`config.mk`:
```
export PLATFORM = sky130hd
export DESIGN_NAME = universal_register
export DESIGN_NICKNAME = d
export VERILOG_FILES = /design/src/rtl/universal_register.sv
export SDC_FILE = /design/constraint.sdc
export NUM_CORES = 1
export LEC_CHECK = 0
export ABC_AREA = 1
export ABC_CLOCK_PERIOD_IN_PS = 2900
export BUFFER_PORTS_ARGS = -buffer_cell sky130_fd_sc_hd__buf_2
export CORE_UTILIZATION = 25
export DETAILED_ROUTE_END_ITERATION = 8
export SETUP_SLACK_MARGIN = 0.1
export SLEW_MARGIN = 30
export SYNTH_ARGS = -nofsm -noshare
export SYNTH_HDL_FRONTEND = slang
export SYNTH_SLANG_ARGS = --single-unit
```
`constraint.sdc`:
```
create_clock -name clk -period 2.9 [get_ports clk]
set_input_delay 0.145 -clock clk [delete_from_list [all_inputs] [get_ports clk]]
set_output_delay 0.145 -clock clk [all_outputs]
set_load 0.05 [all_outputs]
```
`src/rtl/universal_register.sv`:
```
// Parametrised working register: load, multi-cycle shift/rotate by a programmable
// amount, increment/decrement, with a start/busy/done handshake.
module universal_register #(
  parameter int unsigned       WIDTH       = 4,
  parameter logic [WIDTH-1:0]  RESET_VALUE = '0,
  localparam int unsigned      AMT_W       = $clog2(WIDTH) + 1
) (
  input  logic             clk,
  input  logic             reset,
  input  logic             start,
  input  logic [2:0]       mode,
  input  logic [WIDTH-1:0] d,
  input  logic [AMT_W-1:0] amt,
  input  logic             sin,
  output logic [WIDTH-1:0] q,
  output logic [WIDTH-1:0] q_bar,
  output logic             carry,
  output logic             busy,
  output logic             done
);

  typedef enum logic [2:0] {
    ModeLoad = 3'b000,
    ModeShl  = 3'b001,
    ModeShr  = 3'b010,
    ModeAsr  = 3'b011,
    ModeRol  = 3'b100,
    ModeRor  = 3'b101,
    ModeInc  = 3'b110,
    ModeDec  = 3'b111
  } mode_e;

  typedef enum logic [0:0] {StIdle, StShift} state_e;

  state_e           state_q;
  mode_e            mode_q;
  logic [AMT_W-1:0] cnt_q;
  logic [WIDTH-1:0] step_q;
  logic             step_c;

  assign q_bar = ~q;

  // One 1-bit step of the latched shift mode; carry takes the bit leaving q.
  always_comb begin
    step_q = q;
    step_c = carry;
    case (mode_q)
      ModeShl: begin
        step_q = {q[WIDTH-2:0], sin};
        step_c = q[WIDTH-1];
      end
      ModeShr: begin
        step_q = {sin, q[WIDTH-1:1]};
        step_c = q[0];
      end
      ModeAsr: begin
        step_q = {q[WIDTH-1], q[WIDTH-1:1]};
        step_c = q[0];
      end
      ModeRol: begin
        step_q = {q[WIDTH-2:0], q[WIDTH-1]};
        step_c = q[WIDTH-1];
      end
      ModeRor: begin
        step_q = {q[0], q[WIDTH-1:1]};
        step_c = q[0];
      end
      default: begin
        step_q = q;
        step_c = carry;
      end
    endcase
  end

  always_ff @(posedge clk) begin
    if (reset) begin
      q       <= RESET_VALUE;
      carry   <= 1'b0;
      busy    <= 1'b0;
      done    <= 1'b0;
      state_q <= StIdle;
      mode_q  <= ModeLoad;
      cnt_q   <= '0;
    end else begin
      done <= 1'b0;
      unique case (state_q)
        StIdle: begin
          if (start) begin
            unique case (mode_e'(mode))
              ModeLoad: begin
                q     <= d;
                carry <= 1'b0;
                done  <= 1'b1;
              end
              ModeInc: begin
                {carry, q} <= {1'b0, q} + (WIDTH + 1)'(1);
                done       <= 1'b1;
              end
              // Borrow lands in the extra top bit of the widened subtraction.
              ModeDec: begin
                {carry, q} <= {1'b0, q} - (WIDTH + 1)'(1);
                done       <= 1'b1;
              end
              default: begin
                if (amt == '0) begin
                  done <= 1'b1;
                end else begin
                  mode_q  <= mode_e'(mode);
                  cnt_q   <= amt;
                  busy    <= 1'b1;
                  state_q <= StShift;
                end
              end
            endcase
          end
        end
        StShift: begin
          q     <= step_q;
          carry <= step_c;
          cnt_q <= cnt_q - AMT_W'(1);
          if (cnt_q == AMT_W'(1)) begin
            busy    <= 1'b0;
            done    <= 1'b1;
            state_q <= StIdle;
          end
        end
        default: state_q <= StIdle;
      endcase
    end
  end

endmodule

```
Word level (Yosys, flattened, before mapping)
Index checks and enable logic that the tools add are counted.
{"block": "classes", "n_addsub": 3, "n_eq_ne": 17, "n_mux": 27, "n_bitwise": 4, "n_reduce_logical": 11}
{"op": "$pmux W4 S5", "count": 1}
{"op": "$mux W1", "count": 13}
{"op": "$eq A3 B3 Y1 const B", "count": 4}
{"op": "$pmux W4 S3", "count": 1}
{"op": "$reduce_and A4 Y1", "count": 3}
{"op": "$pmux W1 S2", "count": 5}
{"op": "$mux W3", "count": 3}
{"op": "$reduce_and A3 Y1", "count": 3}
{"op": "$ne A2 B2 Y1 const B", "count": 4}
{"op": "$pmux W4 S2", "count": 1}
{"op": "$eq A3 B1 Y1 const B", "count": 2}
{"op": "$eq A3 B2 Y1 const B", "count": 2}
{"op": "$logic_not A3 Y1", "count": 2}
{"op": "$ne A6 B1 Y1 const B", "count": 1}
{"op": "$pmux W3 S2", "count": 1}
{"op": "$reduce_or A3 Y1", "count": 2}
{"op": "$add A4 B1 Y5 const B", "count": 1}
{"op": "$ne A5 B1 Y1 const B", "count": 1}
{"op": "$sub A4 B1 Y5 const B", "count": 1}
{"op": "$mux W4", "count": 1}
{"op": "$ne A4 B1 Y1 const B", "count": 1}
{"op": "$not A4 Y4", "count": 1}
{"op": "$ne A3 B3 Y1 const B", "count": 1}
{"op": "$not A1 Y1", "count": 3}
{"op": "4 further kinds", "count": 4}
{"block": "word_totals", "ff_bits": 14, "inputBits": 14, "word_cells": 70}

Logic depth before layout (Yosys ltp)
Gate-level depths: netlist (run 1).
{"block": "depth", "word_depth": 5, "ltp_mapped": 9, "mapped_depth_nobuf": 9}

Worst setup path before layout (run 1)
OpenSTA, ideal clock, no wires.
{"block": "synth_timing", "kind": "register to register", "start": "reg q[0]", "end": "reg q[1]", "setup_time_ps": 70, "arrival_ps": 1979, "slack_ps": 851, "path_stages_with_launch": 6, "path_buffers": 0, "synth_period_minus_slack_ps": 2049, "cell_sequence": "dfxtp_1 inv_1 ha_1 nor3_1 o21ai_0 a21oi_1"}
{"block": "synth_via", "elab_chain_cells": 4}
{"item": "start, declared", "line_no": "15", "source": "output logic [WIDTH-1:0] q,"}
{"item": "start signal, assigned", "line_no": "96", "source": "{carry, q} <= {1'b0, q} + (WIDTH + 1)'(1);"}
{"item": "start signal, assigned", "line_no": "101", "source": "{carry, q} <= {1'b0, q} - (WIDTH + 1)'(1);"}
{"item": "start signal, assigned", "line_no": "118", "source": "q <= step_q;"}
{"item": "$sub A4 B1 Y5 / $add A4 B1 Y5 (equally long branches)", "line_no": "101, 96"}
{"item": "$pmux W4 S3", "line_no": "89", "source": "unique case (mode_e'(mode))"}
{"item": "$mux W4", "line_no": "88", "source": "if (start) begin"}
{"item": "$pmux W4 S2 (*)", "line_no": "86", "source": "unique case (state_q)"}
Mark *: on every way between the ends. The rest lies on a longest branch, timed or not. The select of a mux whose other input is x is not followed.
A chain may end at the register's enable or synchronous reset.

Worst setup path in the final report (run 1)
{"block": "layout_timing", "start": "reg state_q", "end": "reg carry"}
{"block": "layout_via", "elab_chain_cells": 3}
{"item": "start, declared", "line_no": "35", "source": "state_e state_q;"}
{"item": "start signal, assigned", "line_no": "81", "source": "state_q <= StIdle;"}
{"item": "start signal, assigned", "line_no": "111", "source": "state_q <= StShift;"}
{"item": "start signal, assigned", "line_no": "124", "source": "state_q <= StIdle;"}
{"item": "$not A1 Y1"}
{"item": "$ne A4 B1 Y1 (no line) / $ne A2 B2 Y1 (equally long branches)"}
{"item": "$reduce_and A3 Y1 (no line)"}
{"item": "end signal, assigned", "line_no": "96"}
{"item": "end signal, assigned", "line_no": "101"}
{"item": "end signal, assigned", "line_no": "119", "source": "carry <= step_c;"}
{"item": "end, declared", "line_no": "17", "source": "output logic carry,"}
Several ways; a longest one is shown, not always the timed one.

==> reports/results.tsv, run 1 <==
metric	value	unit
outcome	finished, final reports clean	
row cnt	23	
Async SR Flop Fraction	0	%
first-pass GRT wire length	4.38	mm
worst vdd ir	0.370	mV
Starting Density	26.1	%
I/O pins	25	
Setup Fix Bufs, Post-CTS	0	
ANT cells	0	
internal power	402	uW
Vias/cell	4.85	
number of buffers added on ports	24	
Crit path required time	3.04	ns
Die Height	66.8	um
clk sink count	14	
Tot Pwr	665	uW
CTS max path bufs	2	
gpl congestion	0.865	
ranking of synthesized cells by area	dfxtp_1 (27%), nand3_1 (11%), nand2_1 (11%), a21oi_1 (6.7%), inv_1 (5.4%)	
largest net degree at the start of global routing	14	
YS warnings	0	
Max-slew headroom	70.0	%
Hold Crit Class	input pin to flip-flop	
R2R Path End	carry	
crit-path max FO	13	
worst clock skew	0.00532	ns
sequential fraction of the synthesis area	26.7	%
Yosys reg bits	14	
Post-synth top cells	nand2_1 (30), nand3_1 (23), inv_1 (15)	
H-tree depth	1	
Worst-Margin Slew	0.449	ns
gr ovfl total	0	
Core Region	0.00403	mm^2
Worst Reg2Reg Path Length in Cells	7	
post-synthesis instance total	161	
Area after DPL	0.00120	mm^2
total nets after synthesis	179	
CTS Hold Bufs	0	
max-slew violations	0	
Clk pin slew, worst setup/hold paths	0.07	ns
CP Capture Type	flip-flop	
Sw Ratio	39.5	%
Die ar.	0.00447	mm^2
crit share post-route	59.5	%
reg2reg start	state_q	
vias in the first global route	971	
R2R Setup Slk	1.17	ns
synthesized area	0.00105	mm^2
area share of the largest cell type after synthesis	26.7	%
clock latency on the worst-skew pair	0.25	ns
combinational share of power	33.6	%
sum of negative setup slack	0	ns
Non-Filler Instances	234	
clk root buf	clkbuf_8	
pwr dens	529	mW/mm^2
main flop type after synthesis	dfxtp_1	
initial antenna violation count	0	
sequential power share	36.5	%
Cells after DPL	230	
critical path type	flip-flop to flip-flop	
post-CTS sizing	0	
Distinct cells, synth	26	
Worst setup startpoint	state_q	
area occupied by multi-input gates	668	um^2
CTS tree	yes	
final setup fails	0	
total track usage	12.9	%
Fin. Hold Viols	0	
Clk pwr share	29.9	%
top-count cell post-synth	nand2_1	
crit path DAT	1.87	ns
drt pass-1 iters	5	
register area	280	um^2
DR WL/cell	11.4	um
post-synth top area cell	dfxtp_1	
Max-Cap Viols	0	
drt drc	0	
syn_area_per_cell	6.53	um^2
Final nets	203	
EDFF count, synth	0	
Initial DRC Count	76	
Leakage	0.000553	uW
Post-DRT Antenna Nets	0	
Area Overhead vs Synth	19.5	%
fillers	450	
post-route cell area	0.00126	mm^2
fin crit period	1.73	ns
drt total wl	2.67	mm
post-DP HPWL	2.04	mm
TritonCTS Buffers	3	
Vias	1134	
Die W	66.8	um
RSZ-0062 raised after global routing	no	
layout cells sized above 1	25.0	%
switching pwr	263	uW
Startpoint Class	flip-flop	
worst setup path end	carry	
fmax	0.579	GHz
==> power by group through the flow <==
| stage | sequential [uW] | clock (uW) | combinational, uW |
|---|---|---|---|
| after floorplan | 267 | 0 | 153 |
| after global placement | 247 | 0 | 223 |
| after detailed placement | 247 | 0 | 223 |
| after CTS | 243 | 204 | 224 |
| after global routing | 247 | 211 | 248 |
| final | 243 | 199 | 223 |
==> critical path: stages, from the launching register on <==
cell	delay (ns)
dfxtp_1	0.60
inv_1	0.33
nand3_1	0.19
nand2_2	0.09
nor2_4	0.20
inv_4	0.06
nor2_1	0.11
nor2_1	0.05
==> per-stage QoR <==
step                util [%]  hold slack, ns  worst slack [ns]
CTS                     31.2           0.188              1.21
global route            31.2           0.200              1.01
finish                  31.2           0.186              1.17
global placement        29.8           0.449              1.20
detailed placement      29.8           0.451              1.22
floorplan                  -           0.320             0.851
==> worst min-delay path by stage <==
| stage | start | to | slack (ns) | depth (start not counted) |
|---|---|---|---|---|
| final | mode[0] | mode_q[0] | 0.19 | 3 |
| after global routing | reset | q[0] | 0.20 | 2 |
| after CTS | mode[0] | mode_q[0] | 0.19 | 3 |
| after detailed placement | mode[0] | mode_q[0] | 0.45 | 3 |
| after global placement | mode[0] | mode_q[0] | 0.45 | 3 |
| after floorplan | mode[0] | mode_q[0] | 0.32 | 2 |
==> flip-flops by register name, indices dropped and copies added (netlist names) <==
| name | flops |
|---|---|
| done | 1 |
| state_q | 1 |
| busy | 1 |
| mode_q | 3 |
| carry | 1 |
| q | 4 |
| cnt_q | 3 |
==> cells by family (layout without fill, tap and decap cells) <==
kind of cell / Yosys count / count (layout) / share of synthesized area (%)
AND/OR/NAND/NOR: 88 / 88 / 41.5
AO/OA/AOI/OAI: 30 / 30 / 15.6
buffers and inverters: 23 / 46 / 9.76
flip-flops: 14 / 14 / 26.7
adder cells (fa/ha/maj): 4 / 4 / 4.76
XOR/XNOR: 2 / 2 / 1.67
==> placed cells by master (no fill, tap or decap), drive strengths merged <==
cell / n
nand2: 38
or2: 1
buf: 24
o211ai: 1
nor2: 13
xnor2: 1
o21ai: 13
a21oi: 16
dfxtp: 14
inv: 18
ha: 4
xor2: 1
nand3: 25
nor3: 4
nand4: 7
clkbuf: 4
==> per-layer routing <==
layer | routed length, um | part of all wire, % | GRT usage (%) | up-vias
met1 | 1360 | 51 | 18.7 | 507
met5 | 0 | 0 | 0 | -
met3 | 187 | 7.0 | 3.77 | 0
met4 | 0 | 0 | 1.60 | 0
li1 | - | - | - | 585
met2 | 1120 | 42 | 18.9 | 42
==> area by class of cell <==
class                           instances  area share [%]
Inverter                               18            5.58
Timing Repair Buffer                   24            9.56
Tap cell                               50            4.98
Clock buffer                            4            4.38
Sequential cell                        14            22.3
Multi-Input combinational cell        124            53.2
(Power assumes the default switching activity.)
==> run 2, diff against run 1 <==
--- a/config.mk
+++ b/config.mk
@@ -6,7 +6,7 @@
 export NUM_CORES = 1
 export LEC_CHECK = 0
 export ABC_AREA = 1
-export ABC_CLOCK_PERIOD_IN_PS = 2900
+export ABC_CLOCK_PERIOD_IN_PS = 1800
 export BUFFER_PORTS_ARGS = -buffer_cell sky130_fd_sc_hd__buf_2
 export CORE_UTILIZATION = 25
 export DETAILED_ROUTE_END_ITERATION = 8
==> constraint.sdc (replaced) <==
create_clock -name clk -period 1.8 [get_ports clk]
set_input_delay 0.09 -clock clk [delete_from_list [all_inputs] [get_ports clk]]
set_output_delay 0.09 -clock clk [all_outputs]
set_load 0.05 [all_outputs]
==> run 2 against run 1 <==
Effect of this change: clock skew down 0.0022 ns; combinational power up 65%; flip-flop and latch count unchanged; register-to-register slack worse by 0.82 ns; utilization up 0.62 points; non-clock buffer count up 2; final cell count up 0.85%; wire length up 0.45%; sequential power up 62%; worst hold slack worse by 0.048 ns; global-route usage up 0.33 points; die area unchanged; critical path type unchanged; largest power group unchanged.
==> reports/results.tsv, run 2 (same netlist as run 1, synthesis figures left out) <==
metric	value	unit	change
max-slew violations	0		unchanged
worst vdd ir	0.308	mV	-17%
first-pass GRT wire length	4.51	mm	+2.8%
Max-slew headroom	71.5	%	+1.5 points
Worst Reg2Reg Path Length in Cells	7		unchanged
sum of negative setup slack	0	ns	unchanged
Clk pin slew, worst setup/hold paths	0.06	ns	about the same
Initial DRC Count	56		-26%
Die Height	66.8	um	unchanged
delay-heaviest family, CP	flip-flops		
final setup fails	0		unchanged
post-DP HPWL	2.06	mm	+0.98%
CP Cell Sequence	inv_1 -> nand3_1 -> nand2_2 -> nor2_4 -> inv_4 -> nor2_1 -> nor2_1		
vias in the first global route	988		+1.8%
dpl ws	0.378	ns	-0.844 ns
outcome	finished, final reports clean		
ANT cells	0		unchanged
number of buffers added on ports	24		unchanged
most used cell along the critical path	nor2_1		
worst clock skew	0.00310	ns	-0.00222 ns
Cells after DPL	232		+0.87%
Starting Density	26.1	%	unchanged
worst setup margin	0.350	ns	-0.824 ns
largest net degree at the start of global routing	13		-1
Leakage	0.000562	uW	+1.7%
crit share post-route	80.6	%	+21 points
hold path depth	2		-1
CTS tree	yes		
Crit path largest cell delay	0.56	ns	-0.04 ns
area occupied by multi-input gates	668	um^2	unchanged
Buf+Inv Stages, Crit Path	2		unchanged
clk sink count	14		unchanged
Startpoint Class	flip-flop		
gpl congestion	0.846		-2.1%
gr ovfl total	0		unchanged
total track usage	13.2	%	+0.33 points
max reg flops	4		unchanged
drt pass-1 iters	4		-1
Fin. Hold Viols	0		unchanged
RSZ-0062 raised after global routing	no		
crit-path max FO	12		-1
Die ar.	0.00447	mm^2	unchanged
drt drc	0		unchanged
Setup Fix Bufs, Post-CTS	0		unchanged
Area Overhead vs Synth	21.9	%	
initial antenna violation count	0		unchanged
Vias/cell	4.72		-2.7%
Final nets	205		+0.99%
clk root buf	clkbuf_8		
TritonCTS Buffers	3		unchanged
row cnt	23		unchanged
Hold Crit Class	input pin to flip-flop		
H-tree depth	1		unchanged
pwr dens	835	mW/mm^2	+58%
register area	287	um^2	+2.2%
post-CTS sizing	0		unchanged
drt total wl	2.68	mm	+0.45%
Post-DRT Antenna Nets	0		unchanged
CP max stage cell	dfxtp_1		
Crit path required time	1.94	ns	-1.10 ns
Core Region	0.00403	mm^2	unchanged
WP depth	7		unchanged
fin crit period	1.45	ns	-0.276 ns
CTS max path bufs	2		unchanged
layout cells sized above 1	28.0	%	+3.0 points
fmax	0.689	GHz	+19%
commonest non-fill, non-tap cells in the layout	nand2_1 (30), buf_2 (24), nand3_1 (23), inv_1 (14), a21oi_1 (14)		
Max-Cap Viols	0		unchanged
critical path type	flip-flop to flip-flop		
I/O pins	25		unchanged
CP Capture Type	flip-flop		
Die W	66.8	um	unchanged
clock latency on the worst-skew pair	0.25	ns	about the same
most common cell after layout, fill and taps aside	nand2_1		
DR WL/cell	11.4	um	-0.40%
Top reg by flops	q		
Largest regs	q x4, cnt_q x3, mode_q x3		
Non-Filler Instances	236		+0.85%
crit path DAT	1.59	ns	-0.28 ns
Vias	1113		-1.9%
fillers	459		+2.0%
CTS Hold Bufs	0		unchanged
Worst-Margin Slew	0.426	ns	-0.0226 ns
## run 2: per-layer routing
| metal | vias to the layer above | track usage, % | part of all wire (%) |
|---|---|---|---|
| met5 | - | 0 | 0 |
| met4 | 0 | 4.79 | 0.97 |
| met3 | 2 | 1.54 | 4.6 |
| met2 | 31 | 20.1 | 42 |
| met1 | 489 | 18.8 | 53 |
| li1 | 591 | - | - |
## run 2: report_power, final
group	switching, uW	internal (uW)
Sequential	51.9	342
Clock	115	194
Combinational	248	119
## run 2: final timing paths
| path | from | endpoint | slack (ns) |
|---|---|---|---|
| max reg2reg | state_q | carry | 0.35 |
| min reg2reg | cnt_q[1] | cnt_q[1] | 0.46 |
| max | state_q | carry | 0.35 |
| min | reset | q[0] | 0.14 |
## run 2: metrics by stage
step	utilization, %	total power (uW)	hold WS [ns]	instance area [um^2]
finish	31.8	1070	0.138	1280
global route	31.8	1140	0.133	1280
CTS	31.8	1080	0.122	1280
detailed placement	30.4	766	0.388	1230
global placement	30.4	766	0.390	1230
floorplan	-	680	0.265	1060
## run 2: area by class of cell
| type | instances | area share (%) |
|---|---|---|
| Timing Repair Buffer | 26 | 10.5 |
| Sequential cell | 14 | 22.4 |
| Clock buffer | 4 | 4.30 |
| Inverter | 18 | 5.76 |
| Tap cell | 50 | 4.88 |
| Multi-Input combinational cell | 124 | 52.1 |
